==> src/rtl/systolic_operand_feeder_pkg.sv <==
// Shared definitions for the systolic array operand feeder: default sizes,
// the feeder state encoding and the stream-length helper.
package systolic_pkg;

  localparam int unsigned MATRIX_SIZE_DEF  = 3;
  localparam int unsigned DATA_WIDTH_DEF   = 8;
  localparam int unsigned DRAIN_CYCLES_DEF = 2;

  typedef enum logic [2:0] {
    IDLE   = 3'd0,
    CLEAR  = 3'd1,
    STREAM = 3'd2,
    DRAIN  = 3'd3,
    DONE   = 3'd4
  } feeder_state_e;

  // Number of skewed operand steps needed to push an n x n pair through the array.
  function automatic int unsigned stream_len(input int unsigned n);
    return 3 * n - 2;
  endfunction

endpackage

==> src/rtl/systolic_operand_feeder_operand_store.sv <==
// N x N operand register file with one write port and N combinational read
// ports. COLUMN_READ=0: port p reads row p (element mem[p][idx]), used for A.
// COLUMN_READ=1: port p reads column p (element mem[idx][p]), used for B.
module operand_store
  import systolic_pkg::*;
#(
  parameter int unsigned N           = MATRIX_SIZE_DEF,
  parameter int unsigned DW          = DATA_WIDTH_DEF,
  parameter int unsigned IW          = 2,
  parameter bit          COLUMN_READ = 1'b0
) (
  input  logic            clk,
  input  logic            rst,
  input  logic            we,
  input  logic [IW-1:0]   wr_row,
  input  logic [IW-1:0]   wr_col,
  input  logic [DW-1:0]   wr_data,
  input  logic [N*IW-1:0] rd_idx,
  output logic [N*DW-1:0] rd_data
);

  logic [DW-1:0] mem_q [N][N];
  logic [DW-1:0] mem_d [N][N];

  // Next contents: a single in-range element write; out-of-range indices drop.
  always_comb begin
    mem_d = mem_q;
    if (we && (32'(wr_row) < N) && (32'(wr_col) < N)) begin
      mem_d[wr_row][wr_col] = wr_data;
    end
  end

  // Register file update; reset clears every element to zero.
  always_ff @(posedge clk) begin
    if (!rst) begin
      for (int r = 0; r < N; r++) begin
        for (int c = 0; c < N; c++) begin
          mem_q[r][c] <= '0;
        end
      end
    end else begin
      mem_q <= mem_d;
    end
  end

  // Read ports: port p selects along its row (A) or column (B).
  always_comb begin
    rd_data = '0;
    for (int p = 0; p < N; p++) begin
      if (32'(rd_idx[p*IW +: IW]) < N) begin
        if (COLUMN_READ) begin
          rd_data[p*DW +: DW] = mem_q[rd_idx[p*IW +: IW]][p];
        end else begin
          rd_data[p*DW +: DW] = mem_q[p][rd_idx[p*IW +: IW]];
        end
      end
    end
  end

endmodule

==> src/rtl/systolic_operand_feeder.sv <==
// Operand feeder for an N x N output-stationary systolic array. Holds A and B,
// and on start clears the array, streams A rows from the left and B columns
// from the top with diagonal skew and zero padding, drains, then pulses done.
module systolic_operand_feeder
  import systolic_pkg::*;
#(
  parameter int unsigned MATRIX_SIZE  = MATRIX_SIZE_DEF,
  parameter int unsigned DATA_WIDTH   = DATA_WIDTH_DEF,
  parameter int unsigned DRAIN_CYCLES = DRAIN_CYCLES_DEF
) (
  input  logic                              clk,
  input  logic                              rst,
  input  logic                              wr_en,
  input  logic                              wr_sel,
  input  logic [$clog2(MATRIX_SIZE)-1:0]    wr_row,
  input  logic [$clog2(MATRIX_SIZE)-1:0]    wr_col,
  input  logic [DATA_WIDTH-1:0]             wr_data,
  input  logic                              start,
  output logic                              busy,
  output logic                              done,
  output logic                              array_clr,
  output logic                              array_en,
  output logic [MATRIX_SIZE*DATA_WIDTH-1:0] left_data,
  output logic [MATRIX_SIZE*DATA_WIDTH-1:0] top_data
);

  localparam int unsigned N    = MATRIX_SIZE;
  localparam int unsigned DW   = DATA_WIDTH;
  localparam int unsigned IW   = $clog2(MATRIX_SIZE);
  localparam int unsigned CW   = $clog2(3 * MATRIX_SIZE);
  localparam int unsigned SLEN = stream_len(MATRIX_SIZE);

  localparam logic [CW-1:0] STEP_LAST  = CW'(SLEN - 1);
  localparam logic [CW-1:0] DRAIN_LAST = CW'(DRAIN_CYCLES - 1);

  feeder_state_e   state_q, state_d;
  logic [CW-1:0]   step_q, step_d;
  logic            busy_q, busy_d;
  logic            done_q, done_d;
  logic            array_clr_q, array_clr_d;
  logic            array_en_q, array_en_d;
  logic [N*DW-1:0] left_data_q, left_data_d;
  logic [N*DW-1:0] top_data_q, top_data_d;

  logic            wr_ok;
  logic            a_we, b_we;
  logic [N*IW-1:0] rd_idx;
  logic [N-1:0]    rd_vld;
  logic [N*DW-1:0] a_rd, b_rd;

  // Operand writes only land while idle; wr_sel picks the A or B store.
  always_comb begin
    wr_ok = wr_en && (state_q == IDLE);
    a_we  = wr_ok && !wr_sel;
    b_we  = wr_ok &&  wr_sel;
  end

  operand_store #(
    .N           (N),
    .DW          (DW),
    .IW          (IW),
    .COLUMN_READ (1'b0)
  ) u_store_a (
    .clk     (clk),
    .rst     (rst),
    .we      (a_we),
    .wr_row  (wr_row),
    .wr_col  (wr_col),
    .wr_data (wr_data),
    .rd_idx  (rd_idx),
    .rd_data (a_rd)
  );

  operand_store #(
    .N           (N),
    .DW          (DW),
    .IW          (IW),
    .COLUMN_READ (1'b1)
  ) u_store_b (
    .clk     (clk),
    .rst     (rst),
    .we      (b_we),
    .wr_row  (wr_row),
    .wr_col  (wr_col),
    .wr_data (wr_data),
    .rd_idx  (rd_idx),
    .rd_data (b_rd)
  );

  // Sequencer next state: IDLE -> CLEAR -> STREAM(3N-2) -> DRAIN -> DONE -> IDLE.
  always_comb begin
    state_d = state_q;
    step_d  = step_q;
    unique case (state_q)
      IDLE: begin
        if (start) begin
          state_d = CLEAR;
        end
      end
      CLEAR: begin
        state_d = STREAM;
        step_d  = '0;
      end
      STREAM: begin
        if (step_q == STEP_LAST) begin
          state_d = DRAIN;
          step_d  = '0;
        end else begin
          step_d = step_q + 1'b1;
        end
      end
      DRAIN: begin
        if (step_q == DRAIN_LAST) begin
          state_d = DONE;
          step_d  = '0;
        end else begin
          step_d = step_q + 1'b1;
        end
      end
      DONE: begin
        state_d = IDLE;
      end
      default: begin
        state_d = IDLE;
        step_d  = '0;
      end
    endcase
  end

  // Lane p is live at step s when s == p + k for some element index k < N;
  // the same k addresses A[p][k] on the left and B[k][p] on the top.
  always_comb begin
    rd_idx = '0;
    rd_vld = '0;
    for (int p = 0; p < N; p++) begin
      for (int k = 0; k < N; k++) begin
        if (step_d == CW'(p + k)) begin
          rd_idx[p*IW +: IW] = IW'(k);
          rd_vld[p]          = 1'b1;
        end
      end
    end
  end

  // Output values for the upcoming state, so every output comes straight from a flop.
  always_comb begin
    busy_d      = (state_d == CLEAR) || (state_d == STREAM) || (state_d == DRAIN);
    done_d      = (state_d == DONE);
    array_clr_d = (state_d == CLEAR);
    array_en_d  = (state_d == STREAM) || (state_d == DRAIN);
    left_data_d = '0;
    top_data_d  = '0;
    if (state_d == STREAM) begin
      for (int p = 0; p < N; p++) begin
        if (rd_vld[p]) begin
          left_data_d[p*DW +: DW] = a_rd[p*DW +: DW];
          top_data_d[p*DW +: DW]  = b_rd[p*DW +: DW];
        end
      end
    end
  end

  // State, step counter and registered outputs; reset aborts straight to IDLE.
  always_ff @(posedge clk) begin
    if (!rst) begin
      state_q     <= IDLE;
      step_q      <= '0;
      busy_q      <= 1'b0;
      done_q      <= 1'b0;
      array_clr_q <= 1'b0;
      array_en_q  <= 1'b0;
      left_data_q <= '0;
      top_data_q  <= '0;
    end else begin
      state_q     <= state_d;
      step_q      <= step_d;
      busy_q      <= busy_d;
      done_q      <= done_d;
      array_clr_q <= array_clr_d;
      array_en_q  <= array_en_d;
      left_data_q <= left_data_d;
      top_data_q  <= top_data_d;
    end
  end

  assign busy      = busy_q;
  assign done      = done_q;
  assign array_clr = array_clr_q;
  assign array_en  = array_en_q;
  assign left_data = left_data_q;
  assign top_data  = top_data_q;

endmodule

==> config.mk <==
export PLATFORM = sky130hd
export DESIGN_NAME = systolic_operand_feeder
export DESIGN_NICKNAME = d
export VERILOG_FILES = /design/src/rtl/systolic_operand_feeder_pkg.sv /design/src/rtl/systolic_operand_feeder_operand_store.sv /design/src/rtl/systolic_operand_feeder.sv
export SDC_FILE = /design/constraint.sdc
export NUM_CORES = 1
export LEC_CHECK = 0
export BUFFER_PORTS_ARGS = -buffer_cell sky130_fd_sc_hd__buf_2
export CAP_MARGIN = 30
export CORE_UTILIZATION = 30
export DETAILED_ROUTE_END_ITERATION = 10
export HOLD_SLACK_MARGIN = 0.05
export PLACE_DENSITY = 0.45
export SETUP_SLACK_MARGIN = 0.4
export SLEW_MARGIN = 20
export SYNTH_ARGS = -nofsm -noshare
export SYNTH_HDL_FRONTEND = slang
export SYNTH_SLANG_ARGS = --single-unit
==> constraint.sdc <==
create_clock -name clk -period 1.99 [get_ports clk]
set_input_delay 0.398 -clock clk [delete_from_list [all_inputs] [get_ports clk]]
set_output_delay 0.398 -clock clk [all_outputs]
set_load 0.02 [all_outputs]
==> flow_metrics.tcl <==
set metrics [dict create \
    synth_top_area_share 0.461 \
    final_util 0.422 \
    critical_path_arrival_ns 2.48 \
    num_io_pins 69 \
    n_antenna_cell 0 \
    initial_core_util 0.306 \
    slew_violations 0 \
    drt_first_pass_iters 4 \
    cp-start-kind "register" \
    htreeDepth 1 \
    grt_max_degree 151 \
    finalHoldViolCount 0 \
    synth_xor_area_frac 0.000995 \
    clockBufferDepth 3 \
    crit_family "compound AO/OA/AOI/OAI gates" \
    clkLatencyLatePin_ns 0.55 \
    synth_edf_count 0 \
    avgRoutedWirePerCell_um 19.7 \
    cts_sinks 203 \
    synth_common_cells "dfxtp_1, mux2i_1, nor2b_1" \
    period_share 1.02 \
    synth.area.top_cells "dfxtp_1, mux2i_1, nor2b_1, o21ai_0, a211oi_2" \
    yosys.area_share.simple 0.207 \
    fin_nets 998 \
    drt_iter0_markers 320 \
    endpoint_kind "register" \
    grt_pass1_vias 7039 \
    syn_area_per_cell_sq_um 10.3 \
    cp_max_fo 16 \
    skew_ns 0.0235 \
    clock.fmax_mhz 493 \
    layout_min_cycle_time_ns 2.03 \
    wl_um 27200 \
    cts_buffers 25 \
    ctsRootBufferMaster "clkbuf_16" \
    synth_top_family_by_area "simple AND/OR/NAND/NOR gates" \
    yosysWarnings 0 \
    ys_ff_latch 203 \
    path_class "register to register" \
    die_h_um 173 \
    num_rows 62 \
    tns_ns -0.0818 \
    outcome "finished with violations" \
    syn_area_sq_um 8810 \
    seq_area_frac_synth 0.461 \
    syn_nets 872 \
    synth-adder-area-share 0 \
    cellPowerDensity_nw_per_um2 770 \
    tritoncts "yes" \
    tightestPinTransition_ns 0.610 \
    synth_top_cell_by_area "dfxtp_1" \
    drv_cap 0 \
    clk_pin_slew_ns 0.06 \
    hold_path_class "input port to register" \
    io_buffers 68 \
    postRouteAntennaNets 0 \
    antenna_found_initial 0 \
    avgViaCountPerCell 4.87 \
    syn_inst 855 \
    max_stage_delay_ns 0.39 \
    setup_viol 5 \
    maxSlewHeadroom 0.593 \
    grt_first_pass_wirelength_um 42400 \
    crit_chain "nand4bb_4, o211a_4, a211o_4, or3_4, buf_12, a211oi_2" \
    final_layout_size_suffix_gt1_frac 0.336 \
    synth.most_common_cell "dfxtp_1" \
    hpwlAfterDp_um 15300 \
    cp_slowest_cell "or3_4" \
    peakVddDrop_mv 0.753 \
    async_flop_share 0 \
    yosysUniqueCellTypes 45 \
    cp.buffers_inverters 1 \
    critPathRequiredTime_ns 2.45 \
    grtUsageTotal 0.181 \
    core_sq_um 28800 \
    violations "negative setup slack" \
    rsz0062_at_grt "yes" \
    power.leakage_nw 4.21 \
    gp_congestion 0.756 \
    synth_compound_area_frac 0.109 \
    syn2layout_area_growth_pct 38.0 \
    vias 6739 \
    drc 0 \
    fin_ws_ns -0.0375 \
    synth.area.mux_share 0.183 \
    dieArea_sq_um 30000 \
    synth-main-ff-cell "dfxtp_1" \
    die_w_um 173 \
    grt_overflow_total 0 \
]
routing by layer:
metal | share of wire | routed length (um) | track usage | up-vias
met4 | 0.021 | 566 | 0.0465 | 0
met1 | 0.48 | 13100 | 0.245 | 3300
li1 | - | - | - | 3314
met2 | 0.47 | 12800 | 0.302 | 91
met5 | 0 | 0 | 0 | -
met3 | 0.027 | 747 | 0.0239 | 34
final timing paths:
path | to | from | slack [ns] | cells past startpoint
max | left_data[7] | step_q[3] | -0.04 | 6
min | busy | start | 0.26 | 5
max reg2reg | left_data[7] | step_q[3] | -0.04 | 6
min reg2reg | top_data[19] | u_store_b.mem_q[3] | 0.48 | 2
power by group:
group	switching, mW	internal [mW]
registers	0.0189	4.09
logic	0.452	0.316
clock network	1.85	2.63
placed cells by master (no fill, tap or decap), types with 3 or more instances in the layout:
cell,instances
a211oi_2,32
a21oi_1,16
a21oi_2,4
a32oi_1,8
a32oi_2,8
and2_1,4
and4_1,18
buf_12,38
buf_16,5
buf_2,68
buf_4,41
buf_6,22
clkbuf_1,5
clkbuf_16,25
clkbuf_8,8
dfxtp_1,198
dfxtp_4,4
mux2i_1,150
mux2i_2,11
nand2_1,4
nand2b_1,4
nand3_1,7
nand3_2,8
nand3_4,4
nand4_1,19
nand4b_1,3
nor2_1,3
nor2_4,11
nor2b_1,149
nor3_1,14
nor3_2,3
nor3_4,7
o21ai_0,35
o21ai_1,13
o21ai_2,4
sequential cells by signal, summed over array words and instances (netlist names):
register and cells:
top_data 24, left_data 24, done 1, u_store_a.mem_q 72, busy 1, array_en 1
u_store_b.mem_q 72, array_clr 1, state_q 3, step_q 4
stage by stage:
stage / cells / power, mW / hold WS (ns) / setup slack, ns / area (sq um)
after global routing: 1383 / 9.70 / 0.255 / -0.122 / 12200
final: 1383 / 9.36 / 0.256 / -0.0375 / 12200
after detailed placement: 1313 / 4.88 / 0.459 / -0.179 / 10400
after floorplan: 855 / 4.61 / 0.440 / 0.000301 / 8970
after global placement: 1313 / 4.88 / 0.452 / -0.0973 / 10400
after CTS: 1379 / 9.48 / 0.237 / -0.0292 / 11900
area by class of cell:
type	count	area [sq um]
fill	2751	16600
multi-input combinational	574	4960
sequential	203	4080
timing repair buffer	175	1810
clock buffer	38	754
tap	384	480
clock inverter	7	65.1
inverter	2	7.51
logic make-up after synthesis:
kind of cell	after synthesis
xor+xnor	1
flops	203
mux	161
buf+inv	78
compound gates	135
simple gates	277
worst min-delay path, stage by stage:
cell,delay (ns)
buf_2,0.09
nand2_1,0.04
o21ai_1,0.09
o21ai_2,0.08
nand2_1,0.06
what timing repair did:
action	4_1_cts	5_1_grt
cloned	7	0
setup endpoints to repair	201	197
resized for setup	104	47
pin swaps	28	21
setup buffers	14	4
endpoints found under the hold margin	0	0
hold buffers	0	0
Power figures use the tool's default switching activity.
